`src/rtl/display_pkg.sv`:
```
// Shared types and constants for the seven-segment display encoder.
package display_pkg;

    // Conversion controller states
    typedef enum logic [1:0] {
        ST_IDLE   = 2'd0,
        ST_SHIFT  = 2'd1,
        ST_ENCODE = 2'd2
    } state_e;

    localparam int DIGITS_DEF  = 5;
    localparam int BIN_W_DEF   = 17;
    localparam int MAX_DISPLAY = 99999;

    // Segment patterns, bit order gfedcba, active-high
    localparam logic [6:0] SEG_0     = 7'b0111111;
    localparam logic [6:0] SEG_1     = 7'b0000110;
    localparam logic [6:0] SEG_2     = 7'b1011011;
    localparam logic [6:0] SEG_3     = 7'b1001111;
    localparam logic [6:0] SEG_4     = 7'b1100110;
    localparam logic [6:0] SEG_5     = 7'b1101101;
    localparam logic [6:0] SEG_6     = 7'b1111101;
    localparam logic [6:0] SEG_7     = 7'b0000111;
    localparam logic [6:0] SEG_8     = 7'b1111111;
    localparam logic [6:0] SEG_9     = 7'b1101111;
    localparam logic [6:0] SEG_E     = 7'b1111001;
    localparam logic [6:0] SEG_R     = 7'b1010000;
    localparam logic [6:0] SEG_BLANK = 7'b0000000;

endpackage

```
`src/rtl/seg7_decoder.sv`:
```
// Combinational BCD digit to seven-segment pattern; non-decimal codes go blank.
module seg7_decoder
    import display_pkg::*;
(
    input  logic [3:0] bcd_i,
    output logic [6:0] seg_o
);

    // Table lookup of the digit pattern
    always_comb begin
        case (bcd_i)
            4'd0:    seg_o = SEG_0;
            4'd1:    seg_o = SEG_1;
            4'd2:    seg_o = SEG_2;
            4'd3:    seg_o = SEG_3;
            4'd4:    seg_o = SEG_4;
            4'd5:    seg_o = SEG_5;
            4'd6:    seg_o = SEG_6;
            4'd7:    seg_o = SEG_7;
            4'd8:    seg_o = SEG_8;
            4'd9:    seg_o = SEG_9;
            default: seg_o = SEG_BLANK;
        endcase
    end

endmodule

```
`src/rtl/display_encoder.sv`:
```
// Sequential binary-to-BCD (shift-add-3) converter driving a five-digit
// seven-segment display, with leading-zero blanking and an "Err" word.
// Handshake: load is a level request sampled on each rising edge and is
// only honoured while idle (busy=0); done pulses for one cycle in the
// cycle the segment word changes. There is no queueing of requests.
module display_encoder
    import display_pkg::*;
#(
    parameter int DIGITS        = DIGITS_DEF,
    parameter int BIN_W         = BIN_W_DEF,
    parameter int BLANK_LEADING = 1
) (
    input  logic                  clk,
    input  logic                  reset,
    input  logic [BIN_W-1:0]      value,
    input  logic                  err,
    input  logic                  load,
    output logic [7*DIGITS-1:0]   segments,
    output logic                  busy,
    output logic                  done,
    output logic                  err_shown
);

    localparam int BCD_W = 4 * DIGITS;
    localparam logic [BIN_W-1:0] MAX_BIN    = BIN_W'(MAX_DISPLAY);
    localparam logic [4:0]       LAST_SHIFT = 5'(BIN_W - 1);

    state_e               state_q, state_d;
    logic [BIN_W-1:0]     bin_q, bin_d;
    logic [BCD_W-1:0]     bcd_q, bcd_d;
    logic [BCD_W-1:0]     bcd_adj;
    logic [4:0]           cnt_q, cnt_d;
    logic                 err_cap_q, err_cap_d;
    logic [7*DIGITS-1:0]  segments_q, segments_d;
    logic                 err_shown_q, err_shown_d;
    logic                 done_q, done_d;
    logic [7*DIGITS-1:0]  num_word, err_word;
    logic                 leading;
    logic [6:0]           dec_seg [DIGITS];

    // One decoder per digit, fed from the final BCD accumulator
    for (genvar g = 0; g < DIGITS; g++) begin : g_dec
        seg7_decoder u_dec (
            .bcd_i (bcd_q[4*g +: 4]),
            .seg_o (dec_seg[g])
        );
    end

    // State register
    always_ff @(posedge clk or posedge reset) begin
        if (reset) state_q <= ST_IDLE;
        else       state_q <= state_d;
    end

    // Next-state logic: accept in IDLE, 17 shifts, one encode cycle
    always_comb begin
        state_d = state_q;
        case (state_q)
            ST_IDLE:   if (load) state_d = ST_SHIFT;
            ST_SHIFT:  if (cnt_q == LAST_SHIFT) state_d = ST_ENCODE;
            ST_ENCODE: state_d = ST_IDLE;
            default:   state_d = ST_IDLE;
        endcase
    end

    // FSM outputs
    always_comb begin
        busy = (state_q != ST_IDLE);
    end

    // Display words: numeric with leading-zero blanking, and the fixed "Err"
    always_comb begin
        num_word = '0;
        err_word = '0;
        leading  = (BLANK_LEADING != 0);
        for (int k = DIGITS - 1; k >= 0; k--) begin
            if (leading && (k != 0) && (bcd_q[4*k +: 4] == 4'd0)) begin
                num_word[7*k +: 7] = SEG_BLANK;
            end else begin
                num_word[7*k +: 7] = dec_seg[k];
                leading = 1'b0;
            end
            if (k == 2)      err_word[7*k +: 7] = SEG_E;
            else if (k < 2)  err_word[7*k +: 7] = SEG_R;
            else             err_word[7*k +: 7] = SEG_BLANK;
        end
    end

    // Datapath next state: capture, shift-add-3, and final encode
    always_comb begin
        bin_d       = bin_q;
        bcd_d       = bcd_q;
        cnt_d       = cnt_q;
        err_cap_d   = err_cap_q;
        segments_d  = segments_q;
        err_shown_d = err_shown_q;
        done_d      = 1'b0;
        bcd_adj     = bcd_q;
        for (int k = 0; k < DIGITS; k++) begin
            if (bcd_q[4*k +: 4] >= 4'd5) bcd_adj[4*k +: 4] = bcd_q[4*k +: 4] + 4'd3;
        end
        case (state_q)
            ST_IDLE: begin
                if (load) begin
                    bin_d     = value;
                    err_cap_d = err | (value > MAX_BIN);
                    bcd_d     = '0;
                    cnt_d     = '0;
                end
            end
            ST_SHIFT: begin
                bcd_d = {bcd_adj[BCD_W-2:0], bin_q[BIN_W-1]};
                bin_d = {bin_q[BIN_W-2:0], 1'b0};
                cnt_d = cnt_q + 5'd1;
            end
            ST_ENCODE: begin
                segments_d  = err_cap_q ? err_word : num_word;
                err_shown_d = err_cap_q;
                done_d      = 1'b1;
            end
            default: ;
        endcase
    end

    // Datapath registers
    always_ff @(posedge clk or posedge reset) begin
        if (reset) begin
            bin_q       <= '0;
            bcd_q       <= '0;
            cnt_q       <= '0;
            err_cap_q   <= 1'b0;
            segments_q  <= '0;
            err_shown_q <= 1'b0;
            done_q      <= 1'b0;
        end else begin
            bin_q       <= bin_d;
            bcd_q       <= bcd_d;
            cnt_q       <= cnt_d;
            err_cap_q   <= err_cap_d;
            segments_q  <= segments_d;
            err_shown_q <= err_shown_d;
            done_q      <= done_d;
        end
    end

    assign segments  = segments_q;
    assign err_shown = err_shown_q;
    assign done      = done_q;

endmodule

```
`config.mk`:
```
export PLATFORM = sky130hd
export DESIGN_NAME = display_encoder
export DESIGN_NICKNAME = d
export VERILOG_FILES = /design/src/rtl/display_pkg.sv /design/src/rtl/seg7_decoder.sv /design/src/rtl/display_encoder.sv
export SDC_FILE = /design/constraint.sdc
export NUM_CORES = 1
export LEC_CHECK = 0
export ABC_CLOCK_PERIOD_IN_PS = 7600
export CORE_MARGIN = 2
export CORE_UTILIZATION = 50
export DETAILED_ROUTE_END_ITERATION = 7
export PLACE_DENSITY_LB_ADDON = 0.25
export SYNTH_ARGS = -nofsm -noshare
export SYNTH_HDL_FRONTEND = slang
export SYNTH_SLANG_ARGS = --single-unit
```
`constraint.sdc`:
```
create_clock -name clk -period 7.6 [get_ports clk]
set_input_delay 1.52 -clock clk [delete_from_list [all_inputs] [get_ports clk]]
set_output_delay 1.52 -clock clk [all_outputs]
set_load 0.02 [all_outputs]
```
# == Yosys cells after proc, flatten, opt, wreduce, memory -nomap -nowiden ==
# Memory sizes are Yosys's and may differ from the RTL's.
# Cells that the tools add are included.
# totals
register_bits,82
rom_bits,560
output_inout_bits,38
word_cells,67
ramBits,0
memories,5
in_bits,21
latch_bits,0
# memory_table
name,depth,word_bits,read_ports,rd_ports_with_merged_regs,write_ports,line_no,rtl
(name not given),16,7,1,0,0,seg7_decoder.sv:11,case (bcd_i)
(name not given),16,7,1,0,0,seg7_decoder.sv:11,
(name not given),16,7,1,0,0,seg7_decoder.sv:11,
(name not given),16,7,1,0,0,seg7_decoder.sv:11,
(name not given),16,7,1,0,0,seg7_decoder.sv:11,
# classes
bitwise,1
n_reduce_logical,13
multipliers,0
n_eq_ne,5
mux,23
n_div,0
n_lt_le_gt_ge,6
shifts,0
addsub,6
# ops
operator,count
one-hot mux 20 bit (2 select lines),1
2-to-1 mux 35 bit,1
one-hot mux 17 bit (2 select lines),1
2-to-1 mux 7 bit,4
greater-or-equal comparator 4 x 3 -> 1 bit (second input constant),5
2-to-1 mux 20 bit,1
> comparator 17 bit (second input constant),1
2-to-1 mux 17 bit,1
adder 4 x 2 -> 4 bit (second input constant),4
zero test 4 bit,4
2-to-1 mux 4 bit,4
one-hot mux 5 bit (2 select lines),1
AND reduction 2 bit,3
adder 5 x 1 -> 5 bit (second input constant),1
== test 5 bit (second input constant),1
2-to-1 mux 5 bit,1
2-to-1 mux 1 bit,4
2-to-1 mux 2 bit,2
inequality test 2 bit (second input constant),2
one-hot mux 2 bit (2 select lines),1
nonzero test 2 bit,2
adder 3 x 2 -> 3 bit (second input constant),1
logical AND 1 bit,3
2-to-1 mux 3 bit,1
other kinds (4),4

# == Logic depth before layout (Yosys ltp) ==
# depth
word_depth,9
mapped_depth,6
ltp_nobuf,6

# == Hierarchy ==
# Synthesis repeated with hierarchy kept, for this count alone.
# unflattened
cells_unflattened,479
hier_area_um2,4688.2
# by_module_without_submodules
module,seq_area_each_um2,area_per_inst_um2,instances,cells_per_inst
display_encoder,2052.0,3662.3,1,347
seg7_decoder (g_dec[1].u_dec ...),0.0,201.4,4,26
seg7_decoder (g_dec[0].u_dec),0.0,220.2,1,28

# == Worst setup path before layout ==
# OpenSTA, ideal clock, no wires.
# synth_path
path_kind,in2reg
from,input port load
to,register bcd_q[11]
required_ns,7.534
setup_ns,0.066
slack_ns,5.257
stages,4
t_arrival_ns,2.277
n_path_buf,2
cell_sequence,buf_2 o21bai_2 buf_2 a22o_1
# synth_via
elab_chain_len,2
# synth_rtl
item,line_no,rtl
start: declaration,display_encoder.sv:17,"input logic load,"
inequality test 2 bit (no line),n/a,
AND reduction 2 bit (no line),n/a,
end signal: assignment,display_encoder.sv:129,bcd_q <= '0;
end signal: assignment,display_encoder.sv:137,bcd_q <= bcd_d;
end: declaration,display_encoder.sv:30,"logic [BCD_W-1:0] bcd_q, bcd_d;"
# No other way between the ends.
# A chain may end at the register's enable or synchronous reset.

# == Worst setup path in the final report ==
# layout_path
from,register state_q[1]
to,output port busy
# layout_via
elab_chain_len,1
# layout_rtl
item,line_no,rtl
start: declaration,display_encoder.sv:28,"state_e state_q, state_d;"
start signal: assignment,display_encoder.sv:52,else state_q <= state_d;
nonzero test 2 bit,display_encoder.sv:68,busy = (state_q != ST_IDLE);
end: declaration,display_encoder.sv:19,"output logic busy,"
# No other way between the ends.

==> flow_summary.ini <==
[finish]
antenna_cells = 0
stdcell_count = 651
final_cell_mix = dfrtp_1, o21ai_0, nand2_1
area_growth_pct = 17.3
nNetsFinal = 589
layout-drive-gt1-share_pct = 4.42
final_common_cell = dfrtp_1
design_area_um2 = 5350

[run_status]
status = finished clean

[sta]
clock.fmax_mhz = 275
slew_violations = 0
hold_viol = 0
fin_crit_sh_pct = 47.8
clock-skew-final_ns = 0.00754
fin_tns_setup_ns = 0
rsz0062_at_grt = false
slew_headroom_pct = 26.6
min_period_ns = 3.63
worst_pin_slew_ns = 1.10
whs_ns = 0.482
setup_viol = 0

[worst_setup_path]
crit_required_ns = 6.08
reg2reg_from = state_q[1]
crit_type = reg2out
cp-end-kind = output pin
critPathLaunch = state_q[1]
r2r_cells = 5
start_kind = register
arrival_ns = 2.11
crit_path_max_fanout = 27

[power]
powerDensity_nw_per_um2 = 419
power_uw = 2240
p_leak_uw = 0.00244
ir_drop_uv = 162

[cts]
root_buffer = clkbuf_8
cts_hold_buf = 0
post_cts_buffers = 0
clkLatencyLatePin_ns = 0.34
h-tree-depth = 3
clock-sinks = 82
clock_path_buffers = 2
cts_tree = done
numCtsBuffers = 9
post_cts_resized = 0
path_clk_slew_ns = 0.08

[global_route]
grt_pass1_wl_um = 16500
antenna_found_initial = 0
grt_pass1_vias = 3456
grt_max_degree = 83
grt_usage_pct = 20.4
grt-ovfl-total = 0

[floorplan]
die_h_um = 99.5
core_area_um2 = 8760
fp-row-count = 34
ios = 59
die_width_um = 99.5
design.die.area_um2 = 9900
start_util_pct = 52.0

[placement]
dp.cells = 637
place_congestion = 0.877
dp_hpwl_um = 6500
dpl_cell_area_um2 = 5140
numPortBuffers = 58

[routing]
avgViaCountPerCell = 5.58
vias = 3632
wl_per_cell_um = 14.8
drc = 0
totalWireLength_um = 9620
ant_nets = 0
drt_iter0_markers = 228
firstDrtPassIters = 5

[run]
cap_violations = 0

[synth]
synth_enable_flop_cells = 0
avgSynthCellArea_um2 = 9.13
ys_types = 45
yosysWarnings = 0
synth-async-reset-ratio_pct = 100
netlist_area_um2 = 4560
synthCells = 499
synth_nets = 548
synth-seq-cells = 82
ys.flop_type = dfrtp_1
yosysSeqAreaShare_pct = 45.0

[min_path]
hp-class = reg2reg
min_path_cells = 2
hp-start = segments[31]
metrics by stage:
| step | worst slack, ns | util [%] |
|---|---|---|
| finish | 3.97 | 61.0 |
| floorplan | 3.97 | - |
| global route | 3.84 | 61.0 |
| CTS | 3.94 | 61.0 |
| detailed placement | 4.08 | 58.6 |
| global placement | 4.16 | 58.6 |
synthesized netlist by cell type, drive strengths merged, types with 2 or more instances:
master / count / share of area (%)
or3: 3 / 0.41
o21ai: 71 / 7.9
a32o: 3 / 0.66
and2: 4 / 0.55
mux2i: 3 / 0.66
and3: 2 / 0.27
nand3: 16 / 1.8
nor2: 24 / 2.0
xnor2: 8 / 1.5
clkbuf: 11 / 0.91
and3b: 16 / 3.1
a21oi: 40 / 4.4
dfrtp: 82 / 45
buf: 20 / 2.6
ha: 28 / 7.7
nand2b: 22 / 3.0
a21o: 2 / 0.33
mux2: 2 / 0.49
o22ai: 8 / 1.1
nor3: 5 / 0.55
o211ai: 3 / 0.49
a22o: 11 / 2.1
o32ai: 2 / 0.38
a31oi: 2 / 0.27
nand4: 4 / 0.69
nand2: 63 / 5.2
nor2b: 7 / 0.96
inv: 24 / 2.0
nor3b: 3 / 0.74
nor4b: 2 / 0.71
layout make-up:
type                            instances  area (µm²)
Timing Repair Buffer                   61         603
Fill cell                             756        3420
Sequential cell                        82        2050
Clock buffer                           11         141
Clock inverter                          3        65.1
Inverter                               24        91.3
Multi-Input combinational cell        362        2260
Tap cell                              108         135
state kept, by name, summed over array words and instances, names as in the netlist:
name and flops:
segments 35, bcd_q 20, bin_q 17, cnt_q 5
state_q 2, done 1, err_cap_q 1, err_shown 1
layer usage:
metal	wire length (µm)	global-route usage (%)
met3	360	3.58
met1	4420	28.1
met4	102	5.16
met2	4740	33.6
met5	0	0
report_power, final:
part           leakage (µW)  internal (µW)  switching (µW)  total [µW]
sequential          0.00100            629             207         836
clock              0.000105            190             149         340
combinational       0.00133            501             561        1060
worst max-delay path, stage by stage (launching register included):
cell and delay [ns]:
dfrtp_1 0.89, nor2_1 0.18, inv_1 0.09, clkdlybuf4s50_1 0.59
logic make-up (layout without fill, tap and decap cells):
group                      after synthesis  in the layout  synth area share [%]
AOI/OAI and AO/OA                      148            148                  18.9
xor gates and xnor gates                 8              8                  1.54
adders and majority gates               28             28                  7.69
buffers and inverters                   55             99                  5.46
DFF                                     82             82                  45.0
muxes                                    5              5                  1.15
and+or+nand+nor                        173            173                  20.3
final timing paths:
check                      slack (ns)           end
setup / recovery                 3.97          busy
hold / removal                   0.48  segments[31]
setup reg to reg                 5.23  segments[13]
hold reg to reg                  0.48  segments[31]
max in group asynchronous        5.11  segments[16]
min in group asynchronous        1.79   segments[0]
(Power assumes the default switching activity.)
